===== src/rtl/status_flag_unit_pkg.sv =====
// -----------------------------------------------------------------------------
// status_flag_unit_pkg
// Shared definitions for the condition-code stage and for any other block that
// evaluates condition fields (e.g. the branch unit):
//   - COND_EQ .. COND_NV : 4-bit ARM-style condition field encodings
//   - FLAG_N/Z/C/V       : bit positions inside the 4-bit {N,Z,C,V} vector
//   - state_t            : update-path FSM encoding (ST_IDLE, ST_UPDATED)
// -----------------------------------------------------------------------------
package status_flag_unit_pkg;

    // Condition field encodings
    localparam logic [3:0] COND_EQ = 4'b0000;
    localparam logic [3:0] COND_NE = 4'b0001;
    localparam logic [3:0] COND_CS = 4'b0010;
    localparam logic [3:0] COND_CC = 4'b0011;
    localparam logic [3:0] COND_MI = 4'b0100;
    localparam logic [3:0] COND_PL = 4'b0101;
    localparam logic [3:0] COND_VS = 4'b0110;
    localparam logic [3:0] COND_VC = 4'b0111;
    localparam logic [3:0] COND_HI = 4'b1000;
    localparam logic [3:0] COND_LS = 4'b1001;
    localparam logic [3:0] COND_GE = 4'b1010;
    localparam logic [3:0] COND_LT = 4'b1011;
    localparam logic [3:0] COND_GT = 4'b1100;
    localparam logic [3:0] COND_LE = 4'b1101;
    localparam logic [3:0] COND_AL = 4'b1110;
    localparam logic [3:0] COND_NV = 4'b1111;

    // Bit positions inside the {N,Z,C,V} flag vector
    localparam int FLAG_N = 3;
    localparam int FLAG_Z = 2;
    localparam int FLAG_C = 1;
    localparam int FLAG_V = 0;

    // Update-path FSM
    typedef enum logic {
        ST_IDLE    = 1'b0,
        ST_UPDATED = 1'b1
    } state_t;

endpackage : status_flag_unit_pkg


===== src/rtl/status_flag_unit_cond_evaluator.sv =====
// -----------------------------------------------------------------------------
// status_flag_unit_cond_evaluator
// Purely combinational ARM-style condition evaluator. Shared between the
// status flag unit and the branch unit.
//
// Parameters:
//   COND_W  : width of the condition field (4)
//   NV_PASS : result for condition 4'b1111 (0 = never, 1 = always)
// Ports:
//   flags  in  [3:0]        {N,Z,C,V}
//   cond   in  [COND_W-1:0] condition field
//   pass   out              condition satisfied
// -----------------------------------------------------------------------------
module status_flag_unit_cond_evaluator
    import status_flag_unit_pkg::*;
#(
    parameter int COND_W  = 4,
    parameter bit NV_PASS = 1'b0
) (
    input  logic [3:0]        flags,
    input  logic [COND_W-1:0] cond,
    output logic              pass
);

    logic flag_n;
    logic flag_z;
    logic flag_c;
    logic flag_v;

    assign flag_n = flags[FLAG_N];
    assign flag_z = flags[FLAG_Z];
    assign flag_c = flags[FLAG_C];
    assign flag_v = flags[FLAG_V];

    always_comb begin
        pass = 1'b0;
        case (cond)
            COND_EQ: pass = flag_z;
            COND_NE: pass = !flag_z;
            COND_CS: pass = flag_c;
            COND_CC: pass = !flag_c;
            COND_MI: pass = flag_n;
            COND_PL: pass = !flag_n;
            COND_VS: pass = flag_v;
            COND_VC: pass = !flag_v;
            COND_HI: pass = flag_c && !flag_z;
            COND_LS: pass = !flag_c || flag_z;
            COND_GE: pass = (flag_n == flag_v);
            COND_LT: pass = (flag_n != flag_v);
            COND_GT: pass = !flag_z && (flag_n == flag_v);
            COND_LE: pass = flag_z || (flag_n != flag_v);
            COND_AL: pass = 1'b1;
            COND_NV: pass = NV_PASS;
            default: pass = 1'b0;
        endcase
    end

endmodule : status_flag_unit_cond_evaluator


===== src/rtl/status_flag_unit.sv =====
// -----------------------------------------------------------------------------
// status_flag_unit
// Condition-code stage downstream of the ALU. Holds the NZCV status register,
// feeds registered carry back to the ALU, and qualifies the next instruction
// with cond_pass.
//
// Optional feature (macro FLAG_BYPASS_EN):
//   defined   : cond_pass is evaluated against the next-state flags, so an
//               instruction right after a flag-setting one sees the new flags.
//   undefined : cond_pass uses the registered flags (1-cycle visibility lag).
//   cin is the registered carry in both builds.
//
// Parameters:
//   COND_W  : condition field width (4)
//   NV_PASS : result for condition NV (4'b1111)
// Ports:
//   clk        in   rising-edge clock
//   reset      in   asynchronous, active-high; clears all state
//   alu_z/n/c/v in  ALU flag outputs
//   s_bit      in   load flags from the ALU this cycle
//   stall      in   hold all state
//   wr_en      in   direct flag write (wins over s_bit)
//   wr_data    in   [3:0] direct write value {N,Z,C,V}
//   cond       in   [COND_W-1:0] condition field of the next instruction
//   flags      out  [3:0] registered {N,Z,C,V}
//   cin        out  registered carry to the ALU
//   cond_pass  out  condition satisfied
//   upd_cnt    out  [7:0] flag updates since reset, wraps at 256
// -----------------------------------------------------------------------------
module status_flag_unit
    import status_flag_unit_pkg::*;
#(
    parameter int COND_W  = 4,
    parameter bit NV_PASS = 1'b0
) (
    input  logic              clk,
    input  logic              reset,
    input  logic              alu_z,
    input  logic              alu_n,
    input  logic              alu_c,
    input  logic              alu_v,
    input  logic              s_bit,
    input  logic              stall,
    input  logic              wr_en,
    input  logic [3:0]        wr_data,
    input  logic [COND_W-1:0] cond,
    output logic [3:0]        flags,
    output logic              cin,
    output logic              cond_pass,
    output logic [7:0]        upd_cnt
);

    logic [3:0] flags_q;
    logic [3:0] flags_d;
    logic       cin_q;
    logic       cin_d;
    logic [7:0] upd_cnt_q;
    logic [7:0] upd_cnt_d;
    state_t     state_q;
    state_t     state_d;
    logic       upd_accept;
    logic [3:0] eff_flags;

    // -------------------------------------------------------------------------
    // Flag update path. The ALU inputs are only looked at when s_bit selects
    // them, so garbage on alu_* during other cycles never reaches state.
    // -------------------------------------------------------------------------
    always_comb begin
        upd_accept = 1'b0;
        flags_d    = flags_q;
        if (!stall) begin
            if (wr_en) begin
                flags_d    = wr_data;
                upd_accept = 1'b1;
            end else if (s_bit) begin
                flags_d[FLAG_N] = alu_n;
                flags_d[FLAG_Z] = alu_z;
                flags_d[FLAG_C] = alu_c;
                flags_d[FLAG_V] = alu_v;
                upd_accept      = 1'b1;
            end
        end
        // Carry gets its own flop so the ALU sees a clean register output.
        cin_d     = flags_d[FLAG_C];
        upd_cnt_d = upd_accept ? (upd_cnt_q + 8'd1) : upd_cnt_q;
    end

    always_ff @(posedge clk or posedge reset) begin
        if (reset) begin
            flags_q   <= 4'b0000;
            cin_q     <= 1'b0;
            upd_cnt_q <= 8'd0;
        end else begin
            flags_q   <= flags_d;
            cin_q     <= cin_d;
            upd_cnt_q <= upd_cnt_d;
        end
    end

    // -------------------------------------------------------------------------
    // Update-path FSM. state_q == ST_UPDATED marks flags that were written on
    // the previous edge ("fresh"); stall freezes it along with the flags.
    // -------------------------------------------------------------------------
    always_ff @(posedge clk or posedge reset) begin
        if (reset) begin
            state_q <= ST_IDLE;
        end else begin
            state_q <= state_d;
        end
    end

    always_comb begin
        state_d = state_q;
        if (!stall) begin
            case (state_q)
                ST_IDLE: begin
                    if (upd_accept) begin
                        state_d = ST_UPDATED;
                    end
                end
                ST_UPDATED: begin
                    if (!upd_accept) begin
                        state_d = ST_IDLE;
                    end
                end
                default: state_d = ST_IDLE;
            endcase
        end
    end

    // -------------------------------------------------------------------------
    // Condition evaluation
    // -------------------------------------------------------------------------
`ifdef FLAG_BYPASS_EN
    // flags_d already folds in wr_en/s_bit priority and stall, so it is
    // exactly the value the flags will take at the next edge.
    assign eff_flags = flags_d;
`else
    assign eff_flags = flags_q;
`endif

    status_flag_unit_cond_evaluator #(
        .COND_W  (COND_W),
        .NV_PASS (NV_PASS)
    ) u_cond_evaluator (
        .flags (eff_flags),
        .cond  (cond),
        .pass  (cond_pass)
    );

    assign flags   = flags_q;
    assign cin     = cin_q;
    assign upd_cnt = upd_cnt_q;

endmodule : status_flag_unit


===== config.mk =====
export PLATFORM = sky130hd
export DESIGN_NAME = status_flag_unit
export DESIGN_NICKNAME = d
export VERILOG_FILES = /design/src/rtl/status_flag_unit_pkg.sv /design/src/rtl/status_flag_unit_cond_evaluator.sv /design/src/rtl/status_flag_unit.sv
export SDC_FILE = /design/constraint.sdc
export NUM_CORES = 1
export LEC_CHECK = 0
export CAP_MARGIN = 0
export CORE_UTILIZATION = 41
export CTS_CLUSTER_DIAMETER = 100
export DETAILED_ROUTE_END_ITERATION = 10
export PLACE_DENSITY = 0.78
export SYNTH_ARGS = -nofsm -noshare
export SYNTH_HDL_FRONTEND = slang
export SYNTH_HIERARCHICAL = 1
export SYNTH_SLANG_ARGS = --single-unit

===== constraint.sdc =====
create_clock -name clk -period 1.6 [get_ports clk]
set_input_delay 0.24 -clock clk [delete_from_list [all_inputs] [get_ports clk]]
set_output_delay 0.24 -clock clk [all_outputs]
set_load 0.03 [all_outputs]

==> impl_metrics.py <==
metrics = {
    "cts": {
        "clock_sinks": 12,
        "root_buffer": "clkbuf_4",
        "numCtsBuffers": 3,
        "tritoncts": "yes",
        "clk_latency_ps": 270,
        "htreeDepth": 1,
        "clockBufferDepth": 2,
        "clkTransAtPathRegs_ps": 70,
    },
    "grt": {
        "grt_pass1_vias": 719,
        "grt_pass1_wl_um": 3030,
        "gr-total-overflow": 0,
        "track_usage_pct": 21.4,
        "grt_max_degree": 13,
        "antenna_found_initial": 0,
    },
    "yosys": {
        "yosysWarnings": 6,
        "synth_edf_count": 0,
        "ys_top_cells_by_area": "dfrtp_1 (41%), xor2_1 (7.2%), mux2i_1 (6.9%), xnor2_1 (6.0%), nand2_1 (4.7%)",
        "syn_area_per_cell_um2": 9.81,
        "synthDistinctLibCells": 27,
        "synth-async-reset-ratio_pct": 100,
        "yosysSeqAreaShare_pct": 41.4,
        "synth_area_leader_cell": "dfrtp_1",
        "synthesis.instances": 74,
        "synth_nets": 92,
        "netlist.area_leader.share_pct": 41.4,
        "synth_flop_cell": "dfrtp_1",
        "ys_seq_elements": 12,
        "netlist_area_um2": 726,
    },
    "die": {
        "start_util_pct": 46.0,
        "ioPinCount": 31,
        "dieArea_um2": 1940,
        "core_area_um2": 1580,
        "fp.dieH_um": 44.1,
        "die_w_um": 44.1,
        "rows": 14,
    },
    "critical_path": {
        "crit_fanout": 2,
        "startpoint_type": "flip-flop",
        "crit_type": "flip-flop to primary output",
        "slowest_stage": "dfrtp_2",
        "crit_chain": "xor2_2, xor2_1, a2111oi_2, a311oi_1, o22ai_2, buf_6",
        "end_kind": "primary output",
        "cp.required_ps": 1360,
        "slowest_delay_ps": 430,
        "cp.arrival_ps": 1790,
    },
    "final_layout": {
        "n_antenna_cell": 0,
        "drive_above_1_share_pct": 20.0,
        "ff_latch_area_um2": 303,
        "syn_to_final_growth_pct": 56.2,
        "layout.nets": 134,
        "stdcell_area_um2": 1130,
        "layout_commonest_cell": "clkdlybuf4s50_1",
        "layout_common_cells": "clkdlybuf4s50_1 (15), dlygate4sd2_1 (13), buf_4 (12)",
        "multi_input_comb_area_um2": 399,
        "utilization_pct": 71.9,
        "fillerInstances": 134,
    },
    "sta": {
        "min_period_ps": 2030,
        "skew_ps": 2.97,
        "min_period_over_period_pct": 127,
        "grt_setup_unrepaired": "yes",
        "setup_viol": 1,
        "slew_violations": 0,
        "maxSlewHeadroom_pct": 71.6,
        "max_freq_mhz": 492,
        "setup-tns-final_ps": -432,
        "hold_viol_final": 0,
        "fin_ws_ps": -432,
        "worst_pin_slew_ps": 425,
    },
    "power_and_ir_drop": {
        "p_leak_nw": 0.538,
        "powerDensity_nw_per_um2": 1260,
        "switching_share_pct": 44.2,
        "p_int_mw": 0.800,
        "seq_power_share_pct": 37.1,
        "p_switching_mw": 0.633,
        "ir_drop_uv": 1100,
        "clkPwrFrac_pct": 13.7,
        "p_comb_share_pct": 49.3,
    },
    "route": {
        "vias": 686,
        "dr.pass1.iters": 9,
        "drc_errors": 1,
        "vias_per_cell": 5.24,
        "routed_wl_um": 1810,
        "drt-initial-drc-count": 9,
        "drtAntennaViolNets": 0,
        "route.detailed.wl_per_inst_um": 13.8,
    },
    "status": {
        "violations": "design-rule violations, negative setup slack",
        "outcome": "finished, violations left",
    },
    "place": {
        "finalWeightedCongestion": 0.782,
        "port_buffers": 30,
        "placed_area_um2": 1100,
        "hpwlAfterDp_um": 1460,
    },
    "job": {
        "maxCapViolCount": 0,
    },
    "min_path": {
        "min_path_type": "input pin to asynchronous set/reset pin",
    },
}
[sequential cells by signal, indices dropped and copies added, names as in the netlist]
name / count
cin: 1
upd_cnt: 8
flags: 3
[cells in the mapped netlist, types with 2 or more instances]
cell / number
o21ai_0: 5
nor2_1: 3
mux2i_1: 5
xor2_1: 6
buf_4: 3
nand2_1: 9
inv_1: 2
nor3_1: 3
nand4_1: 3
a21oi_1: 3
dfrtp_1: 12
xnor2_1: 5
[per-layer routing]
metal / global-route usage, % / part of all wire, % / vias up
li1: - / - / 338
met1: 25.2 / 38 / 323
met2: 38.8 / 56 / 20
met3: 2.86 / 4.4 / 5
met4: 9.09 / 1.7 / 0
met5: 0 / 0 / -
[power by group through the flow]
stage | clock, mW | combinational (mW) | sequential, mW
4_1_cts | 0.196 | 0.707 | 0.528
3_5_place_dp | 0 | 0.764 | 0.536
5_1_grt | 0.214 | 0.757 | 0.550
6_report | 0.196 | 0.706 | 0.531
2_1_floorplan | 0 | 0.230 | 0.716
3_3_place_gp | 0 | 0.744 | 0.531
[layout make-up]
| class | count | area share (%) |
|---|---|---|
| Multi-Input combinational cell | 55 | 35.2 |
| Timing Repair Buffer | 42 | 33.3 |
| Sequential cell | 12 | 26.7 |
| Clock buffer | 4 | 2.32 |
| Tap cell | 16 | 1.77 |
| Inverter | 2 | 0.662 |
[worst max-delay path, delay by kind of cell (launching register included)]
family                 cells  cell delay [ps]
AO/OA/AOI/OAI              3              530
XOR/XNOR                   2              400
buffers and inverters      1              160
flip-flops                 1              430
[stage by stage]
step / instances / total power, mW / hold slack (ps) / worst slack [ps]
2_1_floorplan: 74 / 0.946 / 105 / -203
5_1_grt: 131 / 1.52 / 325 / -555
6_report: 131 / 1.43 / 277 / -432
3_3_place_gp: 127 / 1.28 / 458 / -425
3_5_place_dp: 127 / 1.30 / 473 / -529
4_1_cts: 131 / 1.43 / 289 / -410
[logic make-up after synthesis]
logic type,synth area share [%]
buffers and inverters,6.21
AO/OA/AOI/OAI,15.2
AND/OR/NAND/NOR,15.3
flip-flops,41.4
XOR/XNOR,13.3
multiplexers,6.90
adder cells (fa/ha/maj),1.72
[final timing paths]
path                       startpoint         end  slack, ps  depth (start not counted)
setup / recovery             flags[3]   cond_pass       -430                          6
hold / removal                  reset    flags[2]        280                          2
setup reg to reg           upd_cnt[0]  upd_cnt[6]        530                          3
hold reg to reg            upd_cnt[7]  upd_cnt[7]        480                          1
max in group asynchronous       reset    flags[3]       1000                          2
min in group clk           upd_cnt[7]  upd_cnt[7]        480                          1
[repair_timing]
action | CTS | global route
endpoints found under the hold margin | 0 | 0
pin swaps | 0 | 2
hold buffers | 0 | 0
gates resized for setup | 14 | 3
endpoints found under the setup margin | 12 | 2
setup buffers | 0 | 0
No activity file was read; power rests on OpenSTA's default activity.
